--- src/rtl/matrix_pkg.sv ---
// Shared geometry, FSM state type and row helper for the LED matrix frame buffer.
// Latency: none (types, constants and a pure function only).
// Backpressure: not applicable.
package matrix_pkg;

  localparam int MATRIX_ROWS = 8;
  localparam int MATRIX_COLS = 8;
  localparam int FRAME_W     = 64;
  localparam int PTR_W       = 3;

  typedef enum logic {
    FB_FILL,
    FB_PEND
  } fb_state_t;

  // Rotate one row left by a column; the top column wraps into column 0.
  function automatic logic [MATRIX_COLS-1:0] rot_row(input logic [MATRIX_COLS-1:0] row);
    return {row[MATRIX_COLS-2:0], row[MATRIX_COLS-1]};
  endfunction

endpackage

--- src/rtl/matrix_fb_scroll.sv ---
// Frame-tick divider plus per-row left rotate of the front buffer (used only with MATRIX_FB_SCROLL_EN).
// Latency: step and frame_rot are combinational; the divider updates on the tick edge.
// Backpressure: none; follows i_FRAME_TICK and i_SCROLL directly.
import matrix_pkg::*;

module matrix_fb_scroll #(
  parameter int SCROLL_DIV = 4
) (
  input  logic               i_CLK,
  input  logic               i_RST_N,
  input  logic               i_FRAME_TICK,
  input  logic               i_SCROLL,
  input  logic [FRAME_W-1:0] frame_in,
  output logic               step,
  output logic [FRAME_W-1:0] frame_rot
);

  localparam logic [7:0] DIV_LAST = 8'(SCROLL_DIV - 1);

  logic [7:0] div_q;

  assign step = i_SCROLL & i_FRAME_TICK & (div_q == DIV_LAST);

  // Count ticks while scrolling; restart after each step and whenever scrolling stops.
  always_ff @(posedge i_CLK) begin
    if (!i_RST_N) begin
      div_q <= 8'd0;
    end else if (!i_SCROLL) begin
      div_q <= 8'd0;
    end else if (i_FRAME_TICK) begin
      div_q <= step ? 8'd0 : div_q + 8'd1;
    end
  end

  // Rotate every row independently so the image scrolls horizontally.
  always_comb begin
    frame_rot = '0;
    for (int r = 0; r < MATRIX_ROWS; r++) begin
      frame_rot[MATRIX_COLS*r +: MATRIX_COLS] = rot_row(frame_in[MATRIX_COLS*r +: MATRIX_COLS]);
    end
  end

endmodule

--- src/rtl/matrix_frame_buffer.sv ---
// Double-buffered 8x8 LED frame store; row bytes fill a back buffer, commit swaps it at a frame tick.
// Latency: LAST accepted at edge N, swap on the next tick edge M>N, o_FRAME valid after M (>= 2 edges).
// Backpressure: o_WR_READY drops from commit until the swap tick; optional MATRIX_FB_SCROLL_EN adds scrolling.
import matrix_pkg::*;

module matrix_frame_buffer #(
  parameter logic [FRAME_W-1:0] RESET_FRAME = 64'h0,
  parameter int                 SCROLL_DIV  = 4
) (
  input  logic               i_CLK,
  input  logic               i_RST_N,
  input  logic               i_WR_VALID,
  output logic               o_WR_READY,
  input  logic [7:0]         i_WR_DATA,
  input  logic               i_WR_LAST,
  input  logic               i_FRAME_TICK,
  input  logic               i_SCROLL,
  output logic [FRAME_W-1:0] o_FRAME,
  output logic               o_SWAP_PEND,
  output logic [7:0]         o_FRAME_CNT
);

  fb_state_t          state_q;
  fb_state_t          state_d;
  logic [PTR_W-1:0]   wr_ptr_q;
  logic [FRAME_W-1:0] back_q;
  logic [FRAME_W-1:0] front_q;
  logic               wr_ready_q;
  logic               swap_pend_q;
  logic [7:0]         frame_cnt_q;

  logic               accept;
  logic               commit;
  logic               swap;
  logic               scroll_step;
  logic [FRAME_W-1:0] frame_rot;

  assign accept = i_WR_VALID & wr_ready_q;
  assign commit = accept & i_WR_LAST;
  // A tick only swaps once the commit has been registered, so a tick that
  // coincides with LAST acceptance is not enough.
  assign swap   = (state_q == FB_PEND) & i_FRAME_TICK;

`ifdef MATRIX_FB_SCROLL_EN
  matrix_fb_scroll #(
    .SCROLL_DIV (SCROLL_DIV)
  ) u_scroll (
    .i_CLK        (i_CLK),
    .i_RST_N      (i_RST_N),
    .i_FRAME_TICK (i_FRAME_TICK),
    .i_SCROLL     (i_SCROLL),
    .frame_in     (front_q),
    .step         (scroll_step),
    .frame_rot    (frame_rot)
  );
`else
  logic       unused_scroll;
  logic [7:0] unused_scroll_div;
  assign unused_scroll     = i_SCROLL;
  assign unused_scroll_div = 8'(SCROLL_DIV);
  assign scroll_step       = 1'b0;
  assign frame_rot         = front_q;
`endif

  // State register.
  always_ff @(posedge i_CLK) begin
    if (!i_RST_N) begin
      state_q <= FB_FILL;
    end else begin
      state_q <= state_d;
    end
  end

  // Next state: commit parks the frame, the following tick releases it.
  always_comb begin
    state_d = state_q;
    case (state_q)
      FB_FILL: if (commit) state_d = FB_PEND;
      FB_PEND: if (swap)   state_d = FB_FILL;
      default:             state_d = FB_FILL;
    endcase
  end

  // Write path: store accepted bytes at the row pointer; commit rewinds the pointer.
  always_ff @(posedge i_CLK) begin
    if (!i_RST_N) begin
      back_q   <= RESET_FRAME;
      wr_ptr_q <= '0;
    end else if (accept) begin
      back_q[8*wr_ptr_q +: 8] <= i_WR_DATA;
      wr_ptr_q                <= i_WR_LAST ? '0 : wr_ptr_q + 1'b1;
    end
  end

  // Front buffer and swap counter: a swap always beats a scroll step on the same tick.
  always_ff @(posedge i_CLK) begin
    if (!i_RST_N) begin
      front_q     <= RESET_FRAME;
      frame_cnt_q <= 8'd0;
    end else if (swap) begin
      front_q     <= back_q;
      frame_cnt_q <= frame_cnt_q + 8'd1;
    end else if (scroll_step) begin
      front_q     <= frame_rot;
    end
  end

  // Registered handshake flags derived from the next state; ready stays low during reset.
  always_ff @(posedge i_CLK) begin
    if (!i_RST_N) begin
      wr_ready_q  <= 1'b0;
      swap_pend_q <= 1'b0;
    end else begin
      wr_ready_q  <= (state_d == FB_FILL);
      swap_pend_q <= (state_d == FB_PEND);
    end
  end

  assign o_FRAME     = front_q;
  assign o_WR_READY  = wr_ready_q;
  assign o_SWAP_PEND = swap_pend_q;
  assign o_FRAME_CNT = frame_cnt_q;

endmodule

--- config.mk ---
export PLATFORM = sky130hd
export DESIGN_NAME = matrix_frame_buffer
export DESIGN_NICKNAME = d
export VERILOG_FILES = /design/src/rtl/matrix_pkg.sv /design/src/rtl/matrix_fb_scroll.sv /design/src/rtl/matrix_frame_buffer.sv
export SDC_FILE = /design/constraint.sdc
export NUM_CORES = 1
export LEC_CHECK = 0
export BUFFER_PORTS_ARGS = -buffer_cell sky130_fd_sc_hd__buf_2
export CAP_MARGIN = 20
export CORE_MARGIN = 8
export CORE_UTILIZATION = 45
export DETAILED_ROUTE_END_ITERATION = 6
export HOLD_SLACK_MARGIN = 0.1
export PLACE_DENSITY_LB_ADDON = 0.25
export REMOVE_ABC_BUFFERS = 1
export SLEW_MARGIN = 20
export SYNTH_ARGS = -nofsm -noshare
export SYNTH_HDL_FRONTEND = slang
export SYNTH_HIERARCHICAL = 1
export SYNTH_SLANG_ARGS = --single-unit
--- constraint.sdc ---
create_clock -name i_CLK -period 3 [get_ports i_CLK]
set_input_delay 0.45 -clock i_CLK [delete_from_list [all_inputs] [get_ports i_CLK]]
set_output_delay 0.45 -clock i_CLK [all_outputs]
set_load 0.01 [all_outputs]
==> results.toml, run 1 <==
[outcome]
status = "finished, final reports clean"

[clocking]
h-tree-depth = 4
clk_pin_slew_ns = 0.06
post_cts_resized = 0
clk_path_buf_depth = 2
cts_setup_buffers = 0
root_buffer = "clkbuf_16"
clock_sinks = 141
cts_tree = "done"
cts_made_buffers = 17
insertion_delay_ns = 0.42
holdBufCountCts = 0

[drt]
ant_nets = 0
routed_wl_um = 13200
drt-pass1-iter-count = 5
num_vias = 4623
drc = 0
drtIter0Drc = 334
wl_per_cell_um = 15.2
vias_per_cell = 5.31

[die]
core_um2 = 11900
die_area_um2 = 15700
rows = 40
start_util_pct = 45.4
fp.dieW_um = 125
die_y_um = 125
num_io_pins = 88

[timing]
rsz0062_at_grt = "no"
finalMaxSlewViolations = 0
max_freq_mhz = 421
post-route-period-util_pct = 79.2
period_needed_ns = 2.37
setup_viol = 0
finalHoldViolations = 0
skew_ns = 0.0125
worst_slack_ns = 0.625
fin_tns_setup_ns = 0
tightest_slew_ns = 0.697
relSlewSlack_pct = 53.1

[synth]
ys_types = 38
async_reset_ff_share_pct = 0
synth_top_area_share_pct = 52.4
yosysMostFrequentCell = "nand2_1"
synth-main-ff-cell = "dfxtp_1"
ys_seq_elements = 141
synth_edf_count = 0
yosys-top-cells-area = "dfxtp_1, nand2_1, a21oi_1"
synth_top_area_cell = "dfxtp_1"
postSynthAreaPerCell_um2 = 8.36
synth_cells = 645
seq_area_frac_synth_pct = 52.4
synth_top_cells_by_count = "nand2_1, dfxtp_1, a21oi_1"
synth_area_um2 = 5390
ys_warn_count = 6

[finish]
fin_nets = 729
drive_gt1_share_pct = 18.8
area_delta_synth_final_pct = 21.8
stdcell_count = 870
n_fill_cell = 1095
antennaDiodeCount = 0

[placed_design]
dpl.cell_count = 838
dpl.hpwl_um = 8780
portBuffers = 86
place_ws_ns = 0.636
globalplace.congestion = 0.843

[setup_path]
cp_max_fo = 10
end_kind = "flop"
crit_start = "wr_ptr_q[1]"
slowest_stage = "or4_1"
reg2reg_from = "wr_ptr_q[1]"
cp_common_cell = "ha_1"
crit_type = "reg2reg"
cp_slowest_stage_delay_ns = 0.68
crit_path_end = "back_q[53]"
reg2reg_to = "back_q[53]"
path_cells = "inv_1, ha_1, ha_1, nand2b_4, or4_1, mux2i_1"
worstPathRequired_ns = 3.28
cp.arrival_ns = 2.65
r2r_cells = 6
rrSetupSlack_ns = 0.63
start_kind = "flop"

[pwr]
p_leak_nw = 2.55
ir_worst_vdd_uv = 336
powerDensity_nw_per_um2 = 666
totalPowerFinal_w = 0.00437

[flow_run]
cap_violations = 0

[min_path]
hold_path_class = "in2reg"

[global_route]
grt_pass1_wl_um = 21700
grt_start_max_net_pins = 71
overflow = 0
first_global_vias = 4570
antenna_found_initial = 1
grt_use_total_pct = 16.8
## cell type report
class / count / area (um^2) / share of cell area, %
Clock buffer: 22 / 484 / 7.38
Multi-Input combinational cell: 448 / 2340 / 35.6
Clock inverter: 10 / 184 / 2.80
Inverter: 6 / 22.5 / 0.343
Sequential cell: 141 / 2820 / 43.0
Timing Repair Buffer: 96 / 531 / 8.08
Tap cell: 147 / 184 / 2.80
## cell families (layout without fill, tap and decap cells)
kind of cell | Yosys count | after routing | share of synthesized area [%]
AO/OA/AOI/OAI | 157 | 157 | 15.2
flip-flops | 141 | 141 | 52.4
buffers and inverters | 56 | 134 | 4.36
XOR/XNOR | 2 | 2 | 0.325
adder cells (fa/ha/maj) | 5 | 5 | 1.16
AND/OR/NAND/NOR | 258 | 258 | 21.8
multiplexers | 26 | 26 | 4.83
## cells in the final DEF (no fill, tap or decap), types with 5 or more instances in the layout
cell type  instances
nor2_1             5
ha_1               5
mux2i_1           26
nand2_1          173
inv_1              5
dfxtp_1          141
o21ai_0           33
nand3_1           42
a21oi_1          107
o21ai_1            6
nand2b_1           6
clkbuf_16         17
bufinv_16          5
buf_4              8
o31ai_1            6
buf_2             86
nor2b_1            5
## how the worst min path moves through the flow
stage	start	endpoint	slack (ns)	cells after the start
after global routing	i_WR_DATA[5]	back_q[37]	0.29	3
after detailed placement	o_FRAME[63]	o_FRAME[63]	0.44	2
after CTS	i_WR_DATA[5]	back_q[37]	0.28	3
final	i_WR_DATA[5]	back_q[37]	0.29	3
after global placement	o_FRAME[33]	o_FRAME[33]	0.44	2
after floorplan	back_q[10]	o_FRAME[10]	0.43	2
## sequential cells by signal (all words and copies together), names as in the netlist
signal and flops:
wr_ptr_q 3, o_FRAME 64, o_FRAME_CNT 8, o_WR_READY 1, back_q 64, o_SWAP_PEND 1
## critical path, delay by kind of cell, from the launching register on
family | cells | cell delay, ns
adders and majority gates | 2 | 0.60
buffers and inverters | 1 | 0.07
DFF | 1 | 0.44
muxes | 1 | 0.20
and+or+nand+nor | 2 | 0.92
## metrics by stage
stage          cell area, um^2  hold slack (ns)  utilization [%]
2_1_floorplan             5180            0.428                -
3_3_place_gp              5900            0.442             49.7
3_5_place_dp              5900            0.444             49.7
4_1_cts                   6560            0.278             55.3
5_1_grt                   6560            0.288             55.3
6_report                  6560            0.291             55.3
## report_power, final
part,internal [W],switching [W]
registers,0.00188,0.00000705
logic,0.0000366,0.000108
clock network,0.00156,0.000775
total,0.00348,0.000890
## layer usage
layer  wire length (um)  vias up  GRT usage (%)  part of all wire (%)
met5                  8        -              0                 0.060
met4                184        2           7.45                   1.4
met3                685       17           5.61                   5.2
met2               6510       96           28.2                    49
met1               5850     2194           19.1                    44
li1                   -     2314              -                     -
No activity file was read; power rests on OpenSTA's default activity.
==> inputs of run 2 (changes only) <==
Clock period 3 ns to 2.1 ns, I/O delays scaled along.
==> run 2 against run 1 <==
Effect of this change: setup slack worse by 0.53 ns; clock-buffer cell count is 1 lower; combinational power is 53% higher; largest power group unchanged; core utilization is 0.66 points higher; sequential cell count stayed put; wire length is 0.68% lower; maximum frequency is 18% higher; via count is 0.28% higher; critical endpoint is now back_q[52]; clock skew is 0.0032 ns lower; sequential share of layout area is 0.51 points lower.
==> results.toml, run 2 (synthesized netlist as in run 1, its figures left out) <==
[timing]
period_needed_ns = 2.01
rsz0062_at_grt = "no"
setup_viol = 0
max_freq_mhz = 498
finalMaxSlewViolations = 0
tightest_slew_ns = 0.480
finalHoldViolations = 0
worst_slack_ns = 0.0905
relSlewSlack_pct = 68.0
skew_ns = 0.00926
post-route-period-util_pct = 95.7

[setup_path]
crit_type = "reg2reg"
cp_num_cells = 7
slowest_stage = "or4_1"
cp_top_family = "simple AND/OR/NAND/NOR gates"
worstPathRequired_ns = 2.39
crit_path_end = "back_q[52]"
r2r_cells = 7
rrSetupSlack_ns = 0.09
reg2reg_from = "wr_ptr_q[0]"
path_cells = "inv_1, ha_1, ha_1, nand2b_4, or4_1, buf_4, mux2i_1"
reg2reg_to = "back_q[52]"
cp_slowest_stage_delay_ns = 0.41
end_kind = "flop"
cp_common_cell = "ha_1"
cp.arrival_ns = 2.30
path_buf_inv = 2
cp_max_fo = 10
crit_start = "wr_ptr_q[0]"
start_kind = "flop"

[pwr]
p_leak_nw = 2.60
p_seq_share_pct = 43.4
ir_worst_vdd_uv = 490
swShare_pct = 20.4
power.share.clock_pct = 53.0
p_int_w = 0.00495
power.switching_w = 0.00127
totalPowerFinal_w = 0.00621
powerDensity_nw_per_um2 = 936
combPwrFrac_pct = 3.5

[drt]
num_vias = 4636
wl_per_cell_um = 15.0
vias_per_cell = 5.27
drc = 0
ant_nets = 0
drtIter0Drc = 262
drt-pass1-iter-count = 4
routed_wl_um = 13200

[placed_design]
portBuffers = 86
dpl.hpwl_um = 8980
globalplace.congestion = 0.818
place_area_um2 = 5980
place_ws_ns = 0.0737

[finish]
final_cell_mix = "nand2_1, dfxtp_1, a21oi_1"
n_fill_cell = 1067
register_area_um2 = 2820
multi_input_area_um2 = 2340
antennaDiodeCount = 0
design_area_um2 = 6640
drive_gt1_share_pct = 19.9
area_delta_synth_final_pct = 23.2
finish.utilization_pct = 56.0
final_common_cell = "nand2_1"
fin_nets = 739

[clocking]
post_cts_resized = 0
h-tree-depth = 4
cts_made_buffers = 17
clock_sinks = 141
cts_setup_buffers = 0
clk_path_buf_depth = 2
root_buffer = "clkbuf_16"
cts_tree = "done"
clk_pin_slew_ns = 0.06
insertion_delay_ns = 0.41
holdBufCountCts = 0

[die]
fp.dieW_um = 125
die_area_um2 = 15700
start_util_pct = 45.4
core_um2 = 11900
rows = 40
num_io_pins = 88
die_y_um = 125

[global_route]
overflow = 0
first_global_vias = 4579
grt_start_max_net_pins = 66
grt_use_total_pct = 16.9
grt_pass1_wl_um = 21900
antenna_found_initial = 0

[min_path]
worstHoldStart = "i_WR_DATA[1]"
hold_path_class = "in2reg"

[flow_run]
cap_violations = 0

[outcome]
status = "finished, final reports clean"
[run 2: layer usage]
layer,GRT usage [%],vias up,wire length (um)
li1,-,2340,-
met1,18.7,2174,5710
met2,29.3,105,6470
met3,5.82,17,786
met4,6.66,0,191
met5,0,-,0
[run 2: power by group through the flow]
stage	Sequential [W]	Combinational (W)	Clock [W]
floorplan	0.00276	0.000105	0
global placement	0.00276	0.000216	0
detailed placement	0.00276	0.000221	0
CTS	0.00270	0.000222	0.00336
global route	0.00270	0.000243	0.00346
finish	0.00270	0.000221	0.00330
[run 2: worst reg2reg max path, delay by kind of cell (launching register included)]
kind | cells | cell delay, ns
flops | 1 | 0.32
fa+ha+maj | 2 | 0.56
buf+inv | 2 | 0.27
mux | 1 | 0.13
simple gates | 2 | 0.62
[run 2: stage by stage]
| step | std cells | TNS, ns | hold slack, ns |
|---|---|---|---|
| after floorplan | 595 | -18.26 | 0.428 |
| after global placement | 848 | 0 | 0.441 |
| after detailed placement | 848 | 0 | 0.440 |
| after CTS | 879 | 0 | 0.163 |
| after global routing | 879 | 0 | 0.182 |
| final | 879 | 0 | 0.187 |
[run 2: final cells by class]
class / instances / area share [%]
inverter: 6 / 0.339
tap: 147 / 2.77
sequential: 141 / 42.5
multi-input combinational: 448 / 35.2
timing repair buffer: 106 / 9.30
clock buffer: 21 / 7.08
clock inverter: 10 / 2.79
[run 2: how the worst min path moves through the flow]
| stage | end | slack (ns) | cells past startpoint |
|---|---|---|---|
| 6_report | back_q[1] | 0.19 | 3 |
| 5_1_grt | back_q[1] | 0.18 | 3 |
| 2_1_floorplan | o_FRAME[10] | 0.43 | 2 |
| 4_1_cts | back_q[1] | 0.16 | 3 |
| 3_5_place_dp | o_FRAME[61] | 0.44 | 2 |
| 3_3_place_gp | o_FRAME[61] | 0.44 | 2 |
